--- src/rtl/cmul_arbiter.sv ---
// Round-robin arbiter sharing one pipelined complex multiplier among NUM_REQ
// requesters. Issued operations are tagged with the requester ID in an
// in-order FIFO so each returning result can be steered back to its owner.
module cmul_arbiter #(
    parameter int unsigned FLOAT_LEN = 32,
    parameter int unsigned NUM_REQ   = 4,
    parameter int unsigned TAG_DEPTH = 16
) (
    input  logic                             clk,
    input  logic                             rst,
    input  logic [NUM_REQ-1:0]               req_valid,
    output logic [NUM_REQ-1:0]               req_ready,
    input  logic [NUM_REQ*2*FLOAT_LEN-1:0]   req_a,
    input  logic [NUM_REQ*2*FLOAT_LEN-1:0]   req_b,
    output logic [2*FLOAT_LEN-1:0]           mul_in1,
    output logic [2*FLOAT_LEN-1:0]           mul_in2,
    output logic                             mul_in_valid,
    input  logic [2*FLOAT_LEN-1:0]           mul_out,
    input  logic                             mul_out_valid,
    output logic [2*FLOAT_LEN-1:0]           rsp_data,
    output logic [NUM_REQ-1:0]               rsp_valid,
    output logic [$clog2(TAG_DEPTH):0]       inflight,
    output logic                             err_spurious
);

    localparam int unsigned CW    = 2 * FLOAT_LEN;
    localparam int unsigned ID_W  = $clog2(NUM_REQ);
    localparam int unsigned PTR_W = $clog2(TAG_DEPTH);
    localparam int unsigned CNT_W = PTR_W + 1;

    logic [ID_W-1:0]    rr_ptr;
    logic [ID_W-1:0]    grant_id;
    logic               found;
    logic               can_grant;
    logic               fire;
    logic               pop;
    logic               spurious;
    logic [CNT_W:0]     credit_used;
    logic [CW-1:0]      sel_a;
    logic [CW-1:0]      sel_b;

    logic [ID_W-1:0]    tag_mem [TAG_DEPTH];
    logic [PTR_W-1:0]   wr_ptr;
    logic [PTR_W-1:0]   rd_ptr;
    logic [ID_W-1:0]    head_id;
    logic [NUM_REQ-1:0] head_onehot;

    // Credit check: the issue sitting in the output register already holds a tag slot.
    always_comb begin
        credit_used = {1'b0, inflight} + (CNT_W + 1)'(mul_in_valid);
        can_grant   = credit_used < (CNT_W + 1)'(TAG_DEPTH);
    end

    // Round-robin search: first pass covers rr_ptr..NUM_REQ-1, second pass wraps to the lowest index.
    always_comb begin
        found    = 1'b0;
        grant_id = '0;
        for (int unsigned i = 0; i < NUM_REQ; i++) begin
            if (!found && req_valid[i] && (ID_W'(i) >= rr_ptr)) begin
                found    = 1'b1;
                grant_id = ID_W'(i);
            end
        end
        for (int unsigned i = 0; i < NUM_REQ; i++) begin
            if (!found && req_valid[i]) begin
                found    = 1'b1;
                grant_id = ID_W'(i);
            end
        end
        fire = can_grant && found;
        for (int unsigned i = 0; i < NUM_REQ; i++) begin
            // rst gates only the visible grant; all state is held in reset regardless of fire
            req_ready[i] = rst && fire && (grant_id == ID_W'(i));
        end
        sel_a = '0;
        sel_b = '0;
        for (int unsigned i = 0; i < NUM_REQ; i++) begin
            if (grant_id == ID_W'(i)) begin
                sel_a = req_a[i*CW +: CW];
                sel_b = req_b[i*CW +: CW];
            end
        end
    end

    // Result classification and head-of-FIFO decode.
    always_comb begin
        pop      = mul_out_valid && (inflight != '0);
        spurious = mul_out_valid && (inflight == '0);
        head_id  = tag_mem[rd_ptr];
        for (int unsigned i = 0; i < NUM_REQ; i++) begin
            head_onehot[i] = (head_id == ID_W'(i));
        end
    end

    // Tag storage; no reset needed because occupancy gates every read.
    always_ff @(posedge clk) begin
        if (fire) begin
            tag_mem[wr_ptr] <= grant_id;
        end
    end

    // Issue registers, RR pointer, FIFO pointers/occupancy, response and error flag.
    always_ff @(posedge clk or negedge rst) begin
        if (!rst) begin
            rr_ptr       <= '0;
            mul_in1      <= '0;
            mul_in2      <= '0;
            mul_in_valid <= 1'b0;
            wr_ptr       <= '0;
            rd_ptr       <= '0;
            inflight     <= '0;
            rsp_data     <= '0;
            rsp_valid    <= '0;
            err_spurious <= 1'b0;
        end else begin
            mul_in_valid <= fire;
            if (fire) begin
                mul_in1 <= sel_a;
                mul_in2 <= sel_b;
                rr_ptr  <= (grant_id == ID_W'(NUM_REQ - 1)) ? '0 : grant_id + ID_W'(1);
                wr_ptr  <= wr_ptr + PTR_W'(1);
            end
            if (pop) begin
                rd_ptr   <= rd_ptr + PTR_W'(1);
                rsp_data <= mul_out;
            end
            case ({fire, pop})
                2'b10:   inflight <= inflight + CNT_W'(1);
                2'b01:   inflight <= inflight - CNT_W'(1);
                default: inflight <= inflight;
            endcase
            rsp_valid <= pop ? head_onehot : '0;
            if (spurious) begin
                err_spurious <= 1'b1;
            end
        end
    end

endmodule

--- config.mk ---
export PLATFORM = sky130hd
export DESIGN_NAME = cmul_arbiter
export DESIGN_NICKNAME = d
export VERILOG_FILES = /design/src/rtl/cmul_arbiter.sv
export SDC_FILE = /design/constraint.sdc
export NUM_CORES = 1
export LEC_CHECK = 0
export CORE_AREA = 2 2 312 314
export DETAILED_ROUTE_END_ITERATION = 6
export DIE_AREA = 0 0 314 316
export PLACE_DENSITY = 0.46
export SLEW_MARGIN = 20
export SYNTH_ARGS = -nofsm -noshare
export SYNTH_HDL_FRONTEND = slang
export SYNTH_SLANG_ARGS = --single-unit
--- constraint.sdc ---
create_clock -name clk -period 5.9 [get_ports clk]
set_input_delay 1.18 -clock clk [delete_from_list [all_inputs] [get_ports clk]]
set_output_delay 1.18 -clock clk [all_outputs]
set_load 0.02 [all_outputs]
After elaboration in Yosys (flattened, before gate mapping)

Memory sizes are Yosys's and may differ from the RTL's.
Cells that the tools add are included.
Widths: inputs -> output; s select.

Flip-flop bits (word level): 213
RAM bits: 32
Output and inout port bits: 207
Input port bits: 583
Memories kept: 1

Memory list:

| memory  | depth | bits a word | rd ports | clocked after Yosys merged registers in | wr ports | RTL line | source |
|---|---|---|---|---|---|---|---|
| tag_mem | 16    | 2           | 1        | 0                                       | 1        | 42       | `logic [ID_W-1:0] tag_mem [TAG_DEPTH];` |

$lt $le $gt $ge: 5
Equal/unequal tests: 8
$add $sub $neg: 6
Muxes and demuxes: 28
Reduce and logical (&&, ||, !) cells: 31

Operators with widths:

| operator            | count |
|---|---|
| $mux 64             | 8 |
| $logic_and 1x1->1   | 19 |
| $mux 2              | 7 |
| $mux 1              | 11 |
| $eq 2x2->1 const B  | 5 |
| $pmux 5 s2          | 1 |
| $add 4x1->4 const B | 2 |
| $logic_not 1->1     | 7 |
| $add 5x1->6         | 1 |
| $eq 2x1->1 const B  | 3 |
| $lt 6x5->1 const B  | 1 |
| $add 5x1->5 const B | 1 |
| $logic_not 5->1     | 1 |
| $reduce_bool 5->1   | 1 |
| $sub 5x1->5 const B | 1 |
| $ge 1x2->1 const A  | 2 |
| $ge 2x2->1 const A  | 2 |
| $logic_not 2->1     | 2 |
| $mux 4              | 1 |
| $add 2x1->2 const B | 1 |
| $reduce_bool 2->1   | 1 |

Depth between registers and ports, before layout

Depth in word-level cells: 32
Depth in mapped cells: 13
Depth with buffers taken out: 10

Worst setup path before layout

Ideal clock, no wire load.

Path type: input to output
From: input port req_valid[2]
To: output port req_ready[3]
Setup slack: 0.830 ns
Stages: 7
Data arrival time: 3.890 ns
Required time: 4.720 ns
Buffers on the path: 3
Path through: a22o_1 > a211oi_1 > ha_1 > clkbuf_1 > clkbuf_1 > clkbuf_1 > and3_1

Elaborated cells between the ends (all ways): 29
Those cells by class: 1 x eq/ne; 12 x mux; 16 x reduce/logical

RTL lines:

| item                            | RTL line | source |
|---|---|---|
| start: declaration              | 11       | `input logic [NUM_REQ-1:0] req_valid,` |
| $logic_and 1x1->1 (2 in series) | 59       | `if (!found && req_valid[i] && (ID_W'(i) >= rr_ptr)) begin` |
| $mux 1                          | 59       |  |
| $logic_not 1->1                 | 59       |  |
| $logic_and 1x1->1 (2 in series) | 59       |  |
| $mux 1                          | 59       |  |
| $logic_not 1->1                 | 65       | `if (!found && req_valid[i]) begin` |
| $logic_and 1x1->1               | 65       |  |
| $mux 1                          | 65       |  |
| (+4 left out)                   | --       |  |
| $logic_and 1x1->1               | 65       |  |
| $mux 1                          | 65       |  |
| $logic_not 1->1                 | 65       |  |
| $logic_and 1x1->1               | 65       |  |
| $mux 2 (*)                      | 65       |  |
| via grant_id[0]                 | 32       | `logic [ID_W-1:0] grant_id;` |
| $eq 2x2->1 (*)                  | 73       | `req_ready[i] = rst && fire && (grant_id == ID_W'(i));` |
| $logic_and 1x1->1 (*)           | 73       |  |
| end: declaration                | 12       | `output logic [NUM_REQ-1:0] req_ready,` |

Mark *: on every way through the listed nets, which the timed path passes. The rest lies on a longest branch.

Worst setup path after layout

From: input port req_valid[3]
To: output port req_ready[1]

Elaborated cells between the ends (all ways): 24
Those cells by class: 1 x eq/ne; 10 x mux; 13 x reduce/logical

RTL lines:

| item                            | RTL line |
|---|---|
| $logic_and 1x1->1 (2 in series) | 59 |
| $mux 1                          | 59 |
| $logic_not 1->1                 | 65 |
| $logic_and 1x1->1               | 65 |
| $mux 1                          | 65 |
| $logic_not 1->1                 | 65 |
| $logic_and 1x1->1               | 65 |
| $mux 1                          | 65 |
| $logic_not 1->1                 | 65 |
| $logic_and 1x1->1               | 65 |
| $mux 1                          | 65 |
| $logic_not 1->1                 | 65 |
| $logic_and 1x1->1               | 65 |
| $mux 2 (*)                      | 65 |
| via grant_id[0]                 | 32 |
| $eq 2x1->1 (*)                  | 73 |
| $logic_and 1x1->1 (*)           | 73 |

Marked as above.

==> impl_metrics.yaml <==
place:
  io_buffers: 789
  pre_cts_ws_ps: 736.4
  dp_hpwl_um: 55500
  place_area_mm2: 0.02318
  gp_congestion: 0.8685
setup_path:
  arrival_ps: 3990
  worstSetupEndpointType: "output pin"
  crit_fanout: 11
  r2r-end: "mul_in2[46]"
  critPathKind: "input pin to output pin"
  setup.worst_path.start: "req_valid[3]"
  endpoint: "req_ready[1]"
  start_kind: "input pin"
  rrSetupSlack_ps: 2160
  cp_data_required_time_ps: 4720
  r2r_start: "rr_ptr[0]"
  rr_worst_depth: 10
sta:
  tns_ps: 0
  setup_slack_ps: 729.5
  finClkSkew_ps: 26.78
  hold_violations: 0
  setup_violations: 0
  maxSlewViolCount: 0
  fin_crit_sh: 0.8764
  hold_slack_ps: 471.0
  relSlewSlack: 0.3368
  min_period_ps: 5171
  rsz0062_at_grt: "false"
  tightest_slew_ps: 994.7
  fmax_mhz: 193.4
clock_network:
  max-clock-path-buffers: 3
  clkTransAtPathRegs_ps: 60
  ctsHoldBuffers: 0
  cts_made_buffers: 36
  post-cts-setup-buffers: 0
  cts_sinks: 245
  cts_tree: "yes"
  cts_resized: 0
  insertion_delay_ps: 560
  htree_levels: 2
  cts_root_buf: "clkbuf_16"
global_route:
  grt_max_degree: 138
  grt_overflow: 0
  grt.total_usage: 0.1396
  use_met1: 0.1688
  antenna_found_initial: 17
  grt_pass1_vias: 15230
  grtUsageMet3: 0.04552
  busiest_layer: "met2"
  use_met2: 0.2353
  grt_pass1_wl_um: 103100
synthesis:
  synthesis.nets: 2087
  ys_ff_latch: 245
  ys.flop_type: "dfrtp_1"
  ys_seq_area_frac: 0.4507
  synth.distinct_cells: 46
  postSynthCellCount: 1491
  synth-edff-count: 32
  synth_area_per_cell_um2: 9.361
  synthArstFlopShare: 0.8694
  synth_area_mm2: 0.01396
  yosysWarnings: 0
cells_and_area:
  final_nets: 2789
  antenna_cells: 0
  areaGrowthSynthToFinish_pct: 74.44
  fillers: 10230
  stdcell_area_mm2: 0.02435
  drive_gt1_frac: 0.04509
floorplan:
  die_h_um: 316
  std_cell_rows: 114
  design.core.area_mm2: 0.09599
  num_io_pins: 790
  initial_core_util: 0.1454
  die_w_um: 314
  dieArea_mm2: 0.09922
routing:
  via_per_inst: 4.230
  drtIter0Drc: 676
  ant_nets: 0
  wl_per_cell_um: 20.86
  drcViolationCount: 0
  num_vias: 14780
  dr.pass1.iters: 5
  drt_wl_total_um: 72900
outcome:
  status: "finished clean"
pwr:
  totalPowerFinal_mw: 11.40
  p_per_area_mw_per_mm2: 468.3
  leakage_nw: 8.896
  irDropWorstVdd_uv: 260.4
min_path:
  hp-class: "flop to flop"
  worstHoldStart: "rsp_data[57]"
  holdPathStages: 2
flow_run:
  maxCapViolations: 0
-- stage by stage --
step / instances / util
final: 3494 / 0.2536
after detailed placement: 3431 / 0.2415
after CTS: 3494 / 0.2536
after global routing: 3494 / 0.2536
after global placement: 3431 / 0.2415
after floorplan: 1491 / -
-- layout by cell type (no fill, tap or decap), types with 3 or more instances in the layout --
cell             synthesis  layout
clkbuf_8                 0       8
nor2b_1                256     256
ha_4                     0       4
nor3_1                   8       8
buf_12                   0       7
nand2b_1                 5       5
nor4_1                   3       3
nor2_1                  15      15
and3_1                   4       4
mux4_2                   8       8
a21oi_1                  4       4
o21ai_0                  4       4
edfxtp_1                32      32
dfrtp_1                213     213
nand4_1                  3       3
ha_1                    13       9
clkinv_2                 0       3
o311ai_0               128     128
mux2i_1                  3       3
clkinv_8                 0       3
clkbuf_16                0      36
o21a_1                 128     128
clkdlybuf4s50_1          0     788
a221oi_1               128     128
buf_4                    2      19
inv_1                    8       8
nand2_1                336     336
xnor2_1                  9       9
clkbuf_1               104       9
-- per-layer routing --
layer,vias to the layer above,share of wire
li1,6837,-
met1,7184,0.41
met2,616,0.48
met3,117,0.083
met4,26,0.027
met5,-,0.0021
-- worst min path at each step --
stage                        end
global placement    err_spurious
CTS                 rsp_data[61]
global route        rsp_data[14]
finish              rsp_data[57]
detailed placement  rsp_data[61]
floorplan              rr_ptr[0]
-- synth_stat cells, drive strengths merged (3+ instances only) --
library cell,n,share of area
mux4,8,0.013
buf,47,0.016
mux2i,3,0.0022
and3,4,0.0018
a221oi,128,0.080
nor4,3,0.0013
a21oi,4,0.0014
nor2b,256,0.11
dfrtp,213,0.38
nor3,8,0.0029
ha,13,0.012
o21ai,4,0.0014
nor2,15,0.0040
nand4,3,0.0013
clkbuf,104,0.028
nand2,336,0.090
o311ai,128,0.080
inv,10,0.0027
xnor2,9,0.0056
edfxtp,32,0.069
nand2b,5,0.0022
o21a,128,0.069
-- sequential cells by signal, summed over array words and instances, names as in the netlist, 2 cells and up --
name and cells:
inflight 5, mul_in1 64, mul_in2 64, rd_ptr 4
rr_ptr 2, rsp_data 64, rsp_valid 4, tag_mem 32
wr_ptr 4
-- critical path, stage by stage --
cell	delay (ps)
clkdlybuf4s50_1	580
inv_1	80
a22o_1	190
a211oi_2	610
buf_4	320
ha_4	180
and3_1	210
clkdlybuf4s50_1	640
-- kinds of logic after synthesis --
kind of cell / after synthesis / synth area share
AND/OR/NAND/NOR: 644 / 0.2264
AO/OA/AOI/OAI: 404 / 0.2408
flip-flops: 245 / 0.4507
buffers and inverters: 161 / 0.04688
multiplexers: 13 / 0.01667
adder cells (fa/ha/maj): 13 / 0.01165
XOR/XNOR: 11 / 0.006903
-- power breakdown --
| part | internal, mW | leakage (nW) | switching [mW] |
|---|---|---|---|
| Clock | 1.28 | 0.563 | 0.877 |
| Sequential | 2.40 | 2.80 | 0.479 |
| Combinational | 2.86 | 5.53 | 3.51 |
-- area by class of cell --
cell class | count | area, um2 | area share
inverters | 10 | 45.04 | 0.001850
clock buffers | 53 | 1045 | 0.04291
multi-input cells | 1085 | 7067 | 0.2903
flip-flops and latches | 245 | 6291 | 0.2584
clock inverters | 10 | 117.6 | 0.004831
repair buffers | 815 | 8185 | 0.3362
well taps | 1276 | 1597 | 0.06557
(Power assumes the default switching activity.)
